### config.mk
export PLATFORM = sky130hd
export DESIGN_NAME = calc_sequencer
export DESIGN_NICKNAME = d
export VERILOG_FILES = /design/src/rtl/calc_sequencer.sv
export SDC_FILE = /design/constraint.sdc
export NUM_CORES = 1
export LEC_CHECK = 0
export ABC_AREA = 1
export BUFFER_PORTS_ARGS = -buffer_cell sky130_fd_sc_hd__buf_2
export CAP_MARGIN = 5
export CORE_MARGIN = 2
export CORE_UTILIZATION = 53
export CTS_CLUSTER_DIAMETER = 80
export DETAILED_ROUTE_END_ITERATION = 12
export PLACE_DENSITY_LB_ADDON = 0.15
export REMOVE_ABC_BUFFERS = 1
export SETUP_SLACK_MARGIN = 0.05
export SLEW_MARGIN = 20
export SYNTH_ARGS = -nofsm -noshare
export SYNTH_HDL_FRONTEND = slang
export SYNTH_SLANG_ARGS = --single-unit
### constraint.sdc
create_clock -name clk -period 2.75 [get_ports clk]
set_clock_uncertainty 0.05 [all_clocks]
set_input_delay 0 -clock clk [delete_from_list [all_inputs] [get_ports clk]]
set_output_delay 0 -clock clk [all_outputs]
set_load 0.01 [all_outputs]
### src/rtl/calc_sequencer.sv
// ---------------------------------------------------------------------------
// calc_sequencer
//
// Instruction sequencer for a small 8-bit calculator datapath. One
// instruction runs per accepted start: read two operands from an external
// register file, present them to an external combinational ALU, capture the
// result and write it back. A LOADK opcode bypasses the reads and the ALU
// and writes the keypad byte straight to the destination register.
//
// State sequence (every state except IDLE lasts one cycle):
//   ALU op : IDLE -> RD_A -> RD_B -> EXEC -> WB -> PCINC -> DONE -> IDLE
//   LOADK  : IDLE -> WB -> PCINC -> DONE -> IDLE
//
// Ports
//   clk      in   rising-edge clock
//   clr_n    in   asynchronous active-low reset
//   start    in   run one instruction (sampled in IDLE only)
//   op       in   [2:0] ALU opcode, 3'b111 = LOADK
//   src_a    in   [1:0] first operand register index
//   src_b    in   [1:0] second operand register index
//   dst      in   [1:0] destination register index
//   key_in   in   [7:0] keypad byte used by LOADK
//   rdata    in   [7:0] register-file read data (combinational from RA)
//   res_alu  in   [7:0] combinational ALU result of alu_a/alu_b/alu_op
//   RA       out  [1:0] register-file address, holds between accesses
//   rd       out  register-file read strobe
//   wr       out  register-file write strobe
//   wdata    out  [7:0] register-file write data, holds between writes
//   M        out  [1:0] PC mode: 2'b00 hold, 2'b01 increment
//   alu_a    out  [7:0] registered ALU operand A
//   alu_b    out  [7:0] registered ALU operand B
//   alu_op   out  [2:0] registered ALU opcode
//   busy     out  high whenever the FSM is not in IDLE
//   done     out  one-cycle completion pulse
//   op_cnt   out  [7:0] completed-instruction count, wraps modulo 256
// ---------------------------------------------------------------------------
module calc_sequencer (
  input  logic       clk,
  input  logic       clr_n,
  input  logic       start,
  input  logic [2:0] op,
  input  logic [1:0] src_a,
  input  logic [1:0] src_b,
  input  logic [1:0] dst,
  input  logic [7:0] key_in,
  input  logic [7:0] rdata,
  input  logic [7:0] res_alu,
  output logic [1:0] RA,
  output logic       rd,
  output logic       wr,
  output logic [7:0] wdata,
  output logic [1:0] M,
  output logic [7:0] alu_a,
  output logic [7:0] alu_b,
  output logic [2:0] alu_op,
  output logic       busy,
  output logic       done,
  output logic [7:0] op_cnt
);

  localparam logic [2:0] OP_LOADK = 3'b111;
  localparam logic [1:0] PC_HOLD  = 2'b00;
  localparam logic [1:0] PC_INC   = 2'b01;

  typedef enum logic [2:0] {
    S_IDLE  = 3'd0,
    S_RD_A  = 3'd1,
    S_RD_B  = 3'd2,
    S_EXEC  = 3'd3,
    S_WB    = 3'd4,
    S_PCINC = 3'd5,
    S_DONE  = 3'd6
  } state_t;

  state_t     state;
  state_t     state_nxt;

  // Operand indices needed after the start cycle. src_a is consumed in the
  // start cycle itself (it goes straight into RA), so it needs no copy.
  logic [1:0] src_b_q;
  logic [1:0] dst_q;

  // Value to be written back. It only changes on the edge that enters WB,
  // so it doubles as the held write-data bus.
  logic [7:0] result;

  logic       is_loadk;

  assign is_loadk = (op == OP_LOADK);
  assign wdata    = result;

  // -------------------------------------------------------------------------
  // State register
  // -------------------------------------------------------------------------
  // NOTE: sequential state is written with non-blocking assignments so every
  // register samples the pre-edge values of its neighbours.
  always_ff @(posedge clk or negedge clr_n) begin
    if (!clr_n) begin
      state <= S_IDLE;
    end else begin
      state <= state_nxt;
    end
  end

  // -------------------------------------------------------------------------
  // Next-state logic
  // -------------------------------------------------------------------------
  // NOTE: every variable driven here gets a default before the case so no
  // path leaves it unassigned, which would otherwise infer a latch.
  always_comb begin
    state_nxt = state;
    case (state)
      S_IDLE: begin
        if (start) begin
          state_nxt = is_loadk ? S_WB : S_RD_A;
        end
      end
      S_RD_A:  state_nxt = S_RD_B;
      S_RD_B:  state_nxt = S_EXEC;
      S_EXEC:  state_nxt = S_WB;
      S_WB:    state_nxt = S_PCINC;
      S_PCINC: state_nxt = S_DONE;
      S_DONE:  state_nxt = S_IDLE;
      default: state_nxt = S_IDLE;
    endcase
  end

  // -------------------------------------------------------------------------
  // Strobe decode. Purely a function of state, so the async reset forcing
  // IDLE also forces every strobe low without waiting for a clock.
  // -------------------------------------------------------------------------
  always_comb begin
    rd   = 1'b0;
    wr   = 1'b0;
    M    = PC_HOLD;
    done = 1'b0;
    busy = (state != S_IDLE);
    case (state)
      S_RD_A,
      S_RD_B:  rd   = 1'b1;
      S_WB:    wr   = 1'b1;
      S_PCINC: M    = PC_INC;
      S_DONE:  done = 1'b1;
      default: ;
    endcase
  end

  // -------------------------------------------------------------------------
  // Datapath registers
  //
  // RA is loaded on the edge that enters each access state, so the address
  // is already stable for the whole RD_A / RD_B / WB cycle and simply holds
  // in every other state.
  // -------------------------------------------------------------------------
  // NOTE: the datapath registers are reset too, because their reset value is
  // visible on the outputs; this is not a memory array, so clearing it is cheap.
  always_ff @(posedge clk or negedge clr_n) begin
    if (!clr_n) begin
      RA      <= '0;
      alu_a   <= '0;
      alu_b   <= '0;
      alu_op  <= '0;
      result  <= '0;
      op_cnt  <= '0;
      src_b_q <= '0;
      dst_q   <= '0;
    end else begin
      case (state)
        S_IDLE: begin
          if (start) begin
            alu_op  <= op;
            src_b_q <= src_b;
            dst_q   <= dst;
            if (is_loadk) begin
              // Straight to write-back with the keypad byte.
              RA     <= dst;
              result <= key_in;
            end else begin
              RA     <= src_a;
            end
          end
        end
        S_RD_A: begin
          alu_a <= rdata;
          RA    <= src_b_q;
        end
        S_RD_B: begin
          alu_b <= rdata;
        end
        S_EXEC: begin
          result <= res_alu;
          RA     <= dst_q;
        end
        S_DONE: begin
          op_cnt <= op_cnt + 8'd1;
        end
        default: ;
      endcase
    end
  end

  // Read and write share the register-file address, so they must never
  // overlap.
  rd_wr_exclusive: assert property (@(posedge clk) disable iff (!clr_n) !(rd && wr));

endmodule
## Yosys cells after proc, flatten, opt, wreduce, memory -nomap -nowiden

Cells that the tools add are included.

- Register bits: 44
- Latch bits: 0
- Bits in writable memories: 0
- Bits in read-only memories: 0
- Bits of input ports: 36
- Output and inout bits: 43
- Logic and storage cells: 40
- Memories kept: 0

- Add/subtract/negate cells: 1
- Multiply operators: 0
- Divide/modulo/power cells: 0
- $lt $le $gt $ge: 0
- Equal/unequal tests: 9
- Shift operators: 0
- Muxes and demuxes: 13
- Bitwise gates (word level): 0
- Reductions and logical operators: 8

Operators by type and width:

| kind | number |
|---|---|
| $pmux 3 s6 | 1 |
| $mux 8 | 2 |
| $pmux 8 s2 | 1 |
| $eq 3x3->1 const B | 4 |
| $add 8x1->8 const B | 1 |
| $eq 3x2->1 const B | 2 |
| $mux 3 | 2 |
| $pmux 2 s3 | 1 |
| $reduce_bool 3->1 | 2 |
| $mux 1 | 4 |
| $mux 2 | 2 |
| $ne 2x2->1 const B | 2 |
| $reduce_and 2->1 | 2 |
| $eq 3x1->1 const B | 1 |
| $logic_not 3->1 | 1 |
| $reduce_and 3->1 | 1 |
| $reduce_bool 2->1 | 1 |
| $reduce_or 2->1 | 1 |

## Depth between registers and ports, before layout

- Depth in word-level cells: 4
- Gate-level depth with buffers: 9
- Gate-level depth less buffers: 8

## Least setup slack after synthesis

Ideal clock, no wire load.

- Path kind: register -> register
- Start: reg state[0]
- End: reg op_cnt[5]
- Library setup time: 119 ps
- Data arrival time: 1076 ps
- Setup slack: 1505 ps
- Cell stages (with the launch flop): 7
- Buffers on the path: 1
- Period minus slack after synthesis: 1245 ps
- Path through: dfrtp_1 -> buf_2 -> inv_1 -> nand3_4 -> nor2_4 -> nand4_1 -> and2_1

- Word-level cells in the longest chain between the ends: 1

RTL lines:

| what | RTL line | RTL |
|---|---|---|
| start: declaration | 75 | `state_t state;` |
| start signal: assignment | 101 | `state <= state_nxt;` |
| $eq 3x3->1 | 168 | `case (state)` |
| end signal: assignment | 195 | `op_cnt <= op_cnt + 8'd1;` |
| end: declaration | 58 | `output logic [7:0] op_cnt` |

No other way between the ends.
A chain may end at the register's enable or synchronous reset.

## Worst setup path after layout

- Start: reg state[0]
- End: reg result[0] (netlist: wdata[0])

- Word-level cells in the longest chain between the ends: 3
- Elaborated cells between the ends (all ways): 7
- Those cells by class: 3 x eq/ne; 1 x mux; 3 x reduce/logical

RTL lines:

| what | RTL line | RTL |
|---|---|---|
| $eq 3x2->1 / $logic_not 3->1 (equally long branches) | 168 |  |
| $reduce_bool 2->1 (no line) / $ne 2x2->1 (equally long branches) | n/a |  |
| $reduce_and 3->1 (no line) | n/a |  |
| end signal: assignment | 177 | `result <= key_in;` |
| end signal: assignment | 191 | `result <= res_alu;` |
| end: declaration | 85 | `logic [7:0] result;` |

Several ways; a longest one is shown, not always the timed one.

==> summary.json <==
{
  "status": {
    "status": "completed"
  },
  "flow_run": {
    "max_cap_check_violation_count": 0
  },
  "floorplanning": {
    "floorplan.core_area_um2": 3914,
    "io_pins": 79,
    "die-height_um": 67.30,
    "dieArea_um2": 4529,
    "start_util_pct": 54.25,
    "std_cell_rows": 23,
    "dieWidth_um": 67.30
  },
  "global_routing": {
    "grt_remaining_overflow": 0,
    "gr-usage-met3_pct": 3.667,
    "grt_antenna_before_repair": 0,
    "grt_first_pass_wirelength_mm": 7.976,
    "global_route.usage.met2_pct": 40.47,
    "grt_resource_usage_total_pct": 23.37,
    "gr-max-usage-layer": "met2",
    "global_routing_met1_resource_utilization_pct": 28.62,
    "first_global_vias": 1895,
    "grt_max_degree": 45
  },
  "timing": {
    "rsz0062_at_grt": "false",
    "number_of_setup_violations_in_the_final_report": 0,
    "tightest_slew_ps": 953.7,
    "final_period_minus_worst_setup_slack_ps": 2259,
    "final_min_period_over_clock_period_pct": 82.14,
    "max_slew_margin_pct": 36.42,
    "tns_ps": 0,
    "max_freq_mhz": 442.7,
    "final_hold_viol_count": 0,
    "finalMaxSlewViolations": 0
  },
  "power_and_ir_drop": {
    "p_leak_nw": 1.686,
    "worst_ir_drop_vdd_v": 0.0007219,
    "pwr_density_cell_nw_per_um2": 959.7
  },
  "layout": {
    "nNetsFinal": 405,
    "finish.cell_count_without_fillers": 419,
    "antenna_cells": 0,
    "area_growth_syn_to_layout_pct": 40.37,
    "drive_above_1_share_pct": 28.46,
    "fin_area_um2": 2980
  },
  "detailed_routing": {
    "detail_route.first_pass.iterations": 4,
    "drt_wl_total_mm": 4.857,
    "post-route-drc-count": 0,
    "detailedRoute.firstIterationViolations": 124,
    "route.detailed.wl_per_inst_um": 11.59,
    "drtAntennaViolNets": 0,
    "detailroute.via_count": 2020,
    "route.detailed.vias_per_inst": 4.821
  },
  "critical_path": {
    "critPathKind": "reg2reg",
    "worst-path-max-fanout": 21,
    "worst_ep_arrival_time_ps": 2450,
    "critical_path_required_ps": 2940,
    "worst-r2r-cell-count": 7,
    "worstSetupEndpointType": "register",
    "timing.critical_path.from_type": "register",
    "timing.reg2reg.setup_slack_ps": 490
  },
  "clock_tree": {
    "clock_insertion_delay_worst_skew_ps": 300,
    "post_cts_resize_count": 0,
    "post_cts.repair.setup_buffers": 0,
    "ctsHtreeMaxLevel": 2,
    "cts-root-to-sink-buffers": 2,
    "cts_tree": "built",
    "clkSinkCount": 44,
    "holdBufCountCts": 35,
    "cts-buffers-inserted": 5,
    "cts_root_buffer": "sky130_fd_sc_hd__clkbuf_8",
    "clk_transition_reported_paths_ps": 90
  },
  "synth": {
    "synth_largest_type_area_fraction_pct": 51.86,
    "synth_sequential_area_ratio_pct": 51.86,
    "synth.avg_cell_area_um2": 8.262,
    "synthTopCellsByCount": "94 x sky130_fd_sc_hd__nand2_1, 44 x sky130_fd_sc_hd__dfrtp_1, 27 x sky130_fd_sc_hd__inv_1",
    "syn_inst": 257,
    "synth_area_leaders": "sky130_fd_sc_hd__dfrtp_1 52%, sky130_fd_sc_hd__nand2_1 17%, sky130_fd_sc_hd__inv_1 4.8%",
    "ys_ff_latch": 44,
    "synth_edf_count": 0,
    "synth_most_common_cell": "sky130_fd_sc_hd__nand2_1",
    "postSynth.topFlopCell": "sky130_fd_sc_hd__dfrtp_1",
    "syn_area_um2": 2123,
    "async_flop_share_pct": 100.0,
    "synth-warning-count": 0,
    "yosysTopAreaCell": "sky130_fd_sc_hd__dfrtp_1",
    "synthDistinctLibCells": 28
  },
  "min_path": {
    "holdCritPathClass": "in2reg",
    "min_path_cells": 3
  },
  "placed_design": {
    "globalplace.congestion": 0.8105,
    "placed_area_um2": 2515,
    "dp_hpwl_mm": 3.005,
    "total_of_buffers_placed_on_input_and_output_ports": 77,
    "numPlacedInstances": 376
  }
}
-- cell type report --
type / instances / area [um^2]
Clock buffer: 5 / 68.82
Clock inverter: 3 / 46.29
Fill cell: 288 / 933.4
Inverter: 30 / 115.1
Multi-Input combinational cell: 175 / 850.8
Sequential cell: 44 / 1101
Tap cell: 50 / 62.56
Timing Repair Buffer: 112 / 735.7
-- state kept, by name, indices dropped and copies added, names as in the netlist --
name and cells:
alu_a 8, alu_b 8, op_cnt 8, wdata 8, alu_op 3, state 3
RA 2, dst_q 2, src_b_q 2
-- layout by cell type, fill, tap and decap left out, types with 5 or more instances in the layout --
cell type	netlist	routed
sky130_fd_sc_hd__nor2_1	12	12
sky130_fd_sc_hd__nand4_1	6	6
sky130_fd_sc_hd__o21ai_0	17	17
sky130_fd_sc_hd__nand2_1	94	94
sky130_fd_sc_hd__clkbuf_8	0	5
sky130_fd_sc_hd__dfrtp_1	44	44
sky130_fd_sc_hd__dlygate4sd3_1	0	35
sky130_fd_sc_hd__inv_1	27	27
sky130_fd_sc_hd__buf_2	3	77
sky130_fd_sc_hd__nand3_1	19	19
-- metal layers --
metal,up-vias,part of all wire [%]
met5,-,0
met4,0,3.0
met3,15,4.5
met2,64,50
met1,921,42
li1,1020,-
-- final timing paths --
kind / from / endpoint
max in group asynchronous: clr_n / state[0]
setup reg to reg: state[0] / wdata[0]
setup / recovery: state[0] / wdata[0]
min in group asynchronous: clr_n / op_cnt[7]
hold reg to reg: alu_op[2] / alu_op[2]
hold / removal: start / state[2]
-- cell families (layout without fill, tap and decap cells) --
family                     after synthesis  in the layout  share of synthesized area [%]
AOI/OAI and AO/OA                       22             22                          5.539
DFF                                     44             44                          51.86
adders and majority gates                1              1                         0.5892
and+or+nand+nor                        148            148                          32.53
buffers and inverters                   38            150                          8.073
xor gates and xnor gates                 3              3                          1.238
other                                    1              1                         0.1766
-- metrics by stage --
| stage | total power, mW | setup slack (ps) | util (%) | hold slack, ps |
|---|---|---|---|---|
| 2_1_floorplan | 1.839 | 1348 | - | -345.6 |
| 3_3_place_gp | 2.247 | 1129 | 64.26 | 155.2 |
| 3_5_place_dp | 2.275 | 1087 | 64.26 | 158.7 |
| 4_1_cts | 2.867 | 528.9 | 76.15 | 57.43 |
| 5_1_grt | 3.116 | 286.9 | 76.15 | 92.33 |
| 6_report | 2.860 | 491.2 | 76.15 | 65.22 |
-- worst max-delay path: stages, from the launching register on --
cell and delay (ps):
sky130_fd_sc_hd__dfrtp_1 520, sky130_fd_sc_hd__nand3_2 440, sky130_fd_sc_hd__inv_1 360, sky130_fd_sc_hd__nand2_1 80, sky130_fd_sc_hd__nand2_1 70, sky130_fd_sc_hd__dlygate4sd3_1 550
sky130_fd_sc_hd__nand2_1 60, sky130_fd_sc_hd__nand2_1 60
-- power breakdown --
group | leakage, nW | switching, mW | total, mW | internal, mW
registers | 0.551 | 0.182 | 1.10 | 0.922
logic | 1.08 | 0.737 | 1.25 | 0.514
clock network | 0.0548 | 0.231 | 0.505 | 0.274
total | 1.69 | 1.15 | 2.86 | 1.71
No activity file was read; power rests on OpenSTA's default activity.
